## config.mk

```make
export PLATFORM = sky130hd
export DESIGN_NAME = chain_score_scheduler
export DESIGN_NICKNAME = d
export VERILOG_FILES = /design/src/rtl/chain_score_scheduler.sv
export SDC_FILE = /design/constraint.sdc
export NUM_CORES = 1
export LEC_CHECK = 0
export BUFFER_PORTS_ARGS = -buffer_cell sky130_fd_sc_hd__buf_2
export CORE_AREA = 2 2 249 251
export CTS_CLUSTER_DIAMETER = 120
export CTS_CLUSTER_SIZE = 20
export DETAILED_ROUTE_END_ITERATION = 7
export DIE_AREA = 0 0 251 253
export PLACE_DENSITY = 0.75
export SYNTH_ARGS = -nofsm -noshare
export SYNTH_HDL_FRONTEND = slang
export SYNTH_SLANG_ARGS = --single-unit
```

## constraint.sdc

```tcl
create_clock -name clk -period 5.4 [get_ports clk]
set_input_delay 0.54 -clock clk [delete_from_list [all_inputs] [get_ports clk]]
set_output_delay 0.54 -clock clk [all_outputs]
set_load 0.01 [all_outputs]
```

## src/rtl/chain_score_scheduler.sv

```systemverilog
// Chaining score scheduler: scans up to N_PRED predecessors of an anchor through an
// external score pipe and keeps the best f(i). Optional reference-gap limit: SCHED_MAXGAP_EN.
module chain_score_scheduler #(
   parameter int N_PRED   = 64,
   parameter int PIPE_LAT = 7,
   parameter int IDX_W    = 16,
   parameter int MAX_GAP  = 5000
) (
   input  logic             clk,
   input  logic             reset_n,
   input  logic             start_valid,
   output logic             start_ready,
   input  logic [IDX_W-1:0] cur_idx,
   input  logic [31:0]      cur_rx,
   input  logic [31:0]      cur_qx,
   input  logic [31:0]      cur_w,
   input  logic [31:0]      w_avg,
   output logic             rd_en,
   output logic [IDX_W-1:0] rd_addr,
   input  logic [31:0]      rd_ry,
   input  logic [31:0]      rd_qy,
   input  logic [31:0]      rd_score,
   output logic [31:0]      ps_riX,
   output logic [31:0]      ps_riY,
   output logic [31:0]      ps_qiX,
   output logic [31:0]      ps_qiY,
   output logic [31:0]      ps_W,
   output logic [31:0]      ps_W_avg,
   input  logic [31:0]      ps_result,
   output logic             done_valid,
   input  logic             done_ready,
   output logic [31:0]      best_score,
   output logic [IDX_W-1:0] best_pred
);

   localparam logic [1:0] S_IDLE  = 2'd0;
   localparam logic [1:0] S_ISSUE = 2'd1;
   localparam logic [1:0] S_DRAIN = 2'd2;
   localparam logic [1:0] S_DONE  = 2'd3;

   localparam logic [IDX_W-1:0] NPredW   = IDX_W'(N_PRED);
   localparam logic [31:0]      MaxGapW  = 32'(MAX_GAP);
`ifdef SCHED_MAXGAP_EN
   localparam bit GapEn = 1'b1;
`else
   localparam bit GapEn = 1'b0;
`endif

   typedef struct packed {
      logic             vld;
      logic             elig;
      logic             last;
      logic [IDX_W-1:0] j;
      logic [31:0]      score;
   } tag_t;

   logic [1:0]       state_q, state_d;
   logic [IDX_W-1:0] cnt_q, cnt_d;
   logic             rd_en_q, rd_en_d;
   logic [IDX_W-1:0] rd_addr_q, rd_addr_d;
   logic             pend_q, pend_d;
   logic             pend_last_q, pend_last_d;
   logic [IDX_W-1:0] pend_j_q, pend_j_d;
   logic [31:0]      cur_rx_q, cur_rx_d, cur_qx_q, cur_qx_d;
   logic [31:0]      cur_w_q, cur_w_d, w_avg_q, w_avg_d;
   logic [31:0]      ps_rix_q, ps_rix_d, ps_riy_q, ps_riy_d;
   logic [31:0]      ps_qix_q, ps_qix_d, ps_qiy_q, ps_qiy_d;
   logic [31:0]      ps_w_q, ps_w_d, ps_wavg_q, ps_wavg_d;
   logic [31:0]      best_score_q, best_score_d;
   logic [IDX_W-1:0] best_pred_q, best_pred_d;
   tag_t             tag_q [PIPE_LAT];
   tag_t             tag_d [PIPE_LAT];

   logic [IDX_W-1:0] n_start;
   logic [31:0]      gap;
   logic             elig;
   logic [32:0]      sum;
   logic [31:0]      cand;
   tag_t             tag_out;

   assign n_start = (cur_idx > NPredW) ? NPredW : cur_idx;
   assign gap     = cur_rx_q - rd_ry;
   assign elig    = (rd_ry < cur_rx_q) && (rd_qy < cur_qx_q) && (!GapEn || (gap <= MaxGapW));
   assign tag_out = tag_q[PIPE_LAT-1];

   // Exiting tag meets its pipe result; the 33-bit sum is clamped back into 32-bit signed.
   always_comb begin
      sum = {tag_out.score[31], tag_out.score} + {ps_result[31], ps_result};
      if (sum[32] != sum[31]) begin
         cand = sum[32] ? 32'h8000_0000 : 32'h7FFF_FFFF;
      end else begin
         cand = sum[31:0];
      end
   end

   always_comb begin
      state_d      = state_q;
      cnt_d        = cnt_q;
      rd_en_d      = rd_en_q;
      rd_addr_d    = rd_addr_q;
      cur_rx_d     = cur_rx_q;
      cur_qx_d     = cur_qx_q;
      cur_w_d      = cur_w_q;
      w_avg_d      = w_avg_q;
      best_score_d = best_score_q;
      best_pred_d  = best_pred_q;
      pend_d       = rd_en_q;
      pend_j_d     = rd_addr_q;
      pend_last_d  = rd_en_q && (cnt_q == IDX_W'(1));
      ps_rix_d     = ps_rix_q;
      ps_riy_d     = ps_riy_q;
      ps_qix_d     = ps_qix_q;
      ps_qiy_d     = ps_qiy_q;
      ps_w_d       = ps_w_q;
      ps_wavg_d    = ps_wavg_q;

      if (pend_q) begin
         ps_rix_d  = cur_rx_q;
         ps_riy_d  = rd_ry;
         ps_qix_d  = cur_qx_q;
         ps_qiy_d  = rd_qy;
         ps_w_d    = cur_w_q;
         ps_wavg_d = w_avg_q;
      end

      tag_d[0] = '{vld: pend_q, elig: elig, last: pend_last_q, j: pend_j_q, score: rd_score};
      for (int k = 1; k < PIPE_LAT; k++) begin
         tag_d[k] = tag_q[k-1];
      end

      // Strict compare: on a tie the earlier-issued (larger) j is kept.
      if (tag_out.vld && tag_out.elig && ($signed(cand) > $signed(best_score_q))) begin
         best_score_d = cand;
         best_pred_d  = tag_out.j;
      end

      case (state_q)
         S_IDLE: begin
            if (start_valid) begin
               cur_rx_d     = cur_rx;
               cur_qx_d     = cur_qx;
               cur_w_d      = cur_w;
               w_avg_d      = w_avg;
               best_score_d = cur_w;
               best_pred_d  = '1;
               cnt_d        = n_start;
               if (n_start == '0) begin
                  state_d = S_DONE;
               end else begin
                  state_d   = S_ISSUE;
                  rd_en_d   = 1'b1;
                  rd_addr_d = cur_idx - 1'b1;
               end
            end
         end
         S_ISSUE: begin
            cnt_d = cnt_q - 1'b1;
            if (cnt_q == IDX_W'(1)) begin
               rd_en_d = 1'b0;
               state_d = S_DRAIN;
            end else begin
               rd_addr_d = rd_addr_q - 1'b1;
            end
         end
         S_DRAIN: begin
            if (tag_out.vld && tag_out.last) begin
               state_d = S_DONE;
            end
         end
         default: begin
            if (done_ready) begin
               state_d = S_IDLE;
            end
         end
      endcase
   end

   always_ff @(posedge clk or negedge reset_n) begin
      if (!reset_n) begin
         state_q      <= S_IDLE;
         cnt_q        <= '0;
         rd_en_q      <= 1'b0;
         rd_addr_q    <= '0;
         pend_q       <= 1'b0;
         pend_last_q  <= 1'b0;
         pend_j_q     <= '0;
         cur_rx_q     <= '0;
         cur_qx_q     <= '0;
         cur_w_q      <= '0;
         w_avg_q      <= '0;
         ps_rix_q     <= '0;
         ps_riy_q     <= '0;
         ps_qix_q     <= '0;
         ps_qiy_q     <= '0;
         ps_w_q       <= '0;
         ps_wavg_q    <= '0;
         best_score_q <= '0;
         best_pred_q  <= '1;
         for (int k = 0; k < PIPE_LAT; k++) begin
            tag_q[k] <= '0;
         end
      end else begin
         state_q      <= state_d;
         cnt_q        <= cnt_d;
         rd_en_q      <= rd_en_d;
         rd_addr_q    <= rd_addr_d;
         pend_q       <= pend_d;
         pend_last_q  <= pend_last_d;
         pend_j_q     <= pend_j_d;
         cur_rx_q     <= cur_rx_d;
         cur_qx_q     <= cur_qx_d;
         cur_w_q      <= cur_w_d;
         w_avg_q      <= w_avg_d;
         ps_rix_q     <= ps_rix_d;
         ps_riy_q     <= ps_riy_d;
         ps_qix_q     <= ps_qix_d;
         ps_qiy_q     <= ps_qiy_d;
         ps_w_q       <= ps_w_d;
         ps_wavg_q    <= ps_wavg_d;
         best_score_q <= best_score_d;
         best_pred_q  <= best_pred_d;
         tag_q        <= tag_d;
      end
   end

   assign start_ready = (state_q == S_IDLE);
   assign done_valid  = (state_q == S_DONE);
   assign rd_en       = rd_en_q;
   assign rd_addr     = rd_addr_q;
   assign ps_riX      = ps_rix_q;
   assign ps_riY      = ps_riy_q;
   assign ps_qiX      = ps_qix_q;
   assign ps_qiY      = ps_qiy_q;
   assign ps_W        = ps_w_q;
   assign ps_W_avg    = ps_wavg_q;
   assign best_score  = best_score_q;
   assign best_pred   = best_pred_q;

endmodule

```

==> flow_summary.toml <==
[status]
status = "finished, violations left"
violations = "negative hold slack, negative setup slack"

[clock_tree]
clk_latency_ns = 0.63
cts_root_buf = "clkbuf_16"
cts_buffers = 44
clk_pin_slew_ns = 0.08
htree_num_levels = 2
cts_buffer_depth = 3
cts_sinks = 778
tritoncts = "yes"

[floorplan]
initial_utilization_pct = 49.3
io_pins = 535
core_area_um2 = 61000
die_h_um = 253
die_width_um = 251
die_area_um2 = 63500
num_rows = 91

[global_routing]
antenna_found_initial = 7
grt_start_max_net_pins = 136
grt_pass1_vias = 21500
grt_pass1_wl_um = 125000
grt-ovfl-total = 0
track_usage_pct = 25.2

[setup_path]
cp.buffers_inverters = 9
path_delay_family = "compound AO/OA/AOI/OAI gates"
r2r_cells = 29
crit_top_cell = "buf_4"
cp_slowest_stage_delay_ns = 0.47
r2r_start = "tag_out[2]"
cp.required_ns = 5.91
regToRegSetupSlack_ns = -0.02
critPathMaxFanout = 19
cp-end-kind = "flop"
critPathKind = "reg -> reg"
crit_arrival_ns = 5.93
r2r-end = "best_score[28]"
startpoint_type = "flop"
cp_slowest_cell = "dfrtp_2"

[sta]
final-setup-viol-count = 3
slew_headroom_pct = 29.8
holdWs_ns = -0.00413
fin_worst_skew_ns = 0.0479
finalCriticalPeriod_ns = 5.42
post-route-worst-setup-slack_ns = -0.0198
post-route-period-util_pct = 100
finalMaxSlewViolations = 0
worstMarginPinSlew_ns = 1.05
rsz0062_at_grt = "yes"
fmax_ghz = 0.185
hold_viol = 2

[synthesis]
synth_top_family_by_area = "compound AO/OA/AOI/OAI gates"
yosys.area_share.simple_pct = 8.66
syn_nets = 2810
netlist_area_um2 = 30100
synth_edf_count = 0
synthCells = 2398
synthArstFlopShare_pct = 100
synth-xor-area-share_pct = 1.25
seq_area_frac_synth_pct = 64.7
synth_cell_types = 71
yosys_warnings = 0
synth_compound_gate_area_share_pct = 9.19
synth.avg_cell_area_um2 = 12.6
synthAdderAreaFrac_pct = 5.68
ys_ff_latch = 778
ys.flop_type = "dfrtp_1"
synthMuxAreaShare_pct = 7.63

[pwr]
power.leakage_uw = 0.0176
power_density_nw_per_um2 = 512
ir_drop_mv = 0.305

[cells_and_area]
final_util_pct = 59.7
final_nets = 3444
nFillCells = 4846
syn_to_final_growth_pct = 21.1
final_area_um2 = 36500
drive_above_1_share_pct = 32.3

[run]
drv_cap = 0

[route]
dr.pass1.iters = 6
wl_per_cell_um = 21.2
via_per_inst = 5.54
drt_iter0_markers = 1812
postRouteAntennaNets = 0
wirelength_um = 81700
drc = 0
num_vias = 21400

[placement]
dp_hpwl_um = 58100
gp_congestion = 0.928
port-buffer-count = 534
place_area_um2 = 34400

[min_path]
hold_class = "in -> async"
## how the worst max path moves through the flow
stage          slack (ns)              to          start  cells past startpoint
2_1_floorplan        0.02  best_score[11]  ps_result[12]                     27
3_3_place_gp        -0.24  best_score[28]   ps_result[1]                     26
3_5_place_dp        -0.54   best_pred[11]   ps_result[1]                     25
4_1_cts             -0.01   best_score[7]     tag_out[2]                     25
5_1_grt             -0.23  best_score[30]     tag_out[2]                     26
6_report            -0.02  best_score[28]     tag_out[2]                     29
## through the flow
step | setup slack (ns) | TNS (ns) | total power (uW) | instances
final | -0.0198 | -0.0429 | 18700 | 3859
after global routing | -0.226 | -7.56 | 19800 | 3858
after CTS | -0.0128 | -0.0267 | 18600 | 3841
after detailed placement | -0.540 | -18.76 | 14900 | 3740
after global placement | -0.235 | -7.28 | 14500 | 3740
after floorplan | 0.0174 | 0 | 12100 | 2398
## metal layers
layer / vias to the layer above / global-route usage (%) / share of wire (%)
met5: - / 0 / 0
met4: 0 / 8.95 / 3.3
met3: 154 / 4.29 / 6.4
met2: 828 / 41.5 / 49
met1: 10800 / 34.0 / 41
li1: 9582 / - / -
## where the power goes
part           internal, uW  switching (uW)  total (uW)
sequential             7700            1030        8730
clock                  1570            1910        3490
combinational          2720            3740        6460
## state kept, by name (all words and copies together), names as in the netlist, 32 cells and up
signal      cells
tag_d         306
tag_out        51
best_score     32
cur_qx_q       32
cur_rx_q       32
cur_w_q        32
ps_W           32
ps_W_avg       32
ps_qiX         32
ps_qiY         32
ps_riX         32
ps_riY         32
w_avg_q        32
## cells by family after synthesis
kind of cell / after synthesis
AOI/OAI and AO/OA: 437
xor gates and xnor gates: 43
adders and majority gates: 136
buffers and inverters: 219
DFF: 778
muxes: 205
and+or+nand+nor: 580
## timing repair
item                                    CTS  global route
endpoints found under the hold margin    20             0
cloned                                    2             2
gates resized for setup                  18            51
endpoints found under the setup margin   48            48
pin swaps                                 8            26
hold buffers                             20             0
buffers inserted                          4             9
## cells in the final DEF, fill, tap and decap left out, drive strengths merged, types with 25 or more instances in the layout
master  synthesis  layout
nor3           25      25
o211ai         34      34
nand2         328     328
clkbuf         81      74
dfrtp         762     762
inv           115     116
mux2          196     196
ha            135     135
a21oi          92      92
nor2           54      54
buf            23     668
nand3          65      65
nand4          29      29
o21ai         166     166
## cell usage after synthesis (7+ instances only)
cell / count / area (um2)
dfrtp_1: 762 / 19100
nand2_1: 327 / 1230
mux2_2: 196 / 2210
o21ai_0: 162 / 811
ha_1: 135 / 1690
inv_1: 115 / 432
a21oi_1: 91 / 455
clkbuf_1: 80 / 300
nand3_1: 65 / 325
nor2_1: 54 / 203
o211ai_1: 34 / 255
nand4_1: 29 / 181
nor3_1: 25 / 125
xor2_1: 24 / 210
a21o_1: 23 / 173
xnor2_1: 19 / 166
a211oi_1: 17 / 128
dfstp_2: 16 / 420
nor2b_1: 16 / 100
o22ai_1: 15 / 93.8
o311ai_0: 13 / 114
o311ai_1: 11 / 96.3
and3_1: 10 / 62.6
buf_1: 10 / 37.5
nor3b_1: 10 / 75.1
and2_1: 9 / 56.3
mux2i_1: 9 / 90.1
nor4_1: 9 / 56.3
o31ai_1: 9 / 67.6
buf_2: 8 / 40.0
nand2b_1: 7 / 43.8
o21a_1: 7 / 52.6
## final cells by class
cell class                      count  area [um2]  share of cell area [%]
Antenna cell                        8        20.0                  0.0549
Clock buffer                       72        1220                    3.34
Clock inverter                      3        80.1                   0.220
Inverter                          115         432                    1.18
Multi-Input combinational cell   1401       10100                    27.6
Sequential cell                   778       19500                    53.5
Tap cell                          790         988                    2.71
Timing Repair Buffer              692        4170                    11.4
No activity file was read; power rests on OpenSTA's default activity.
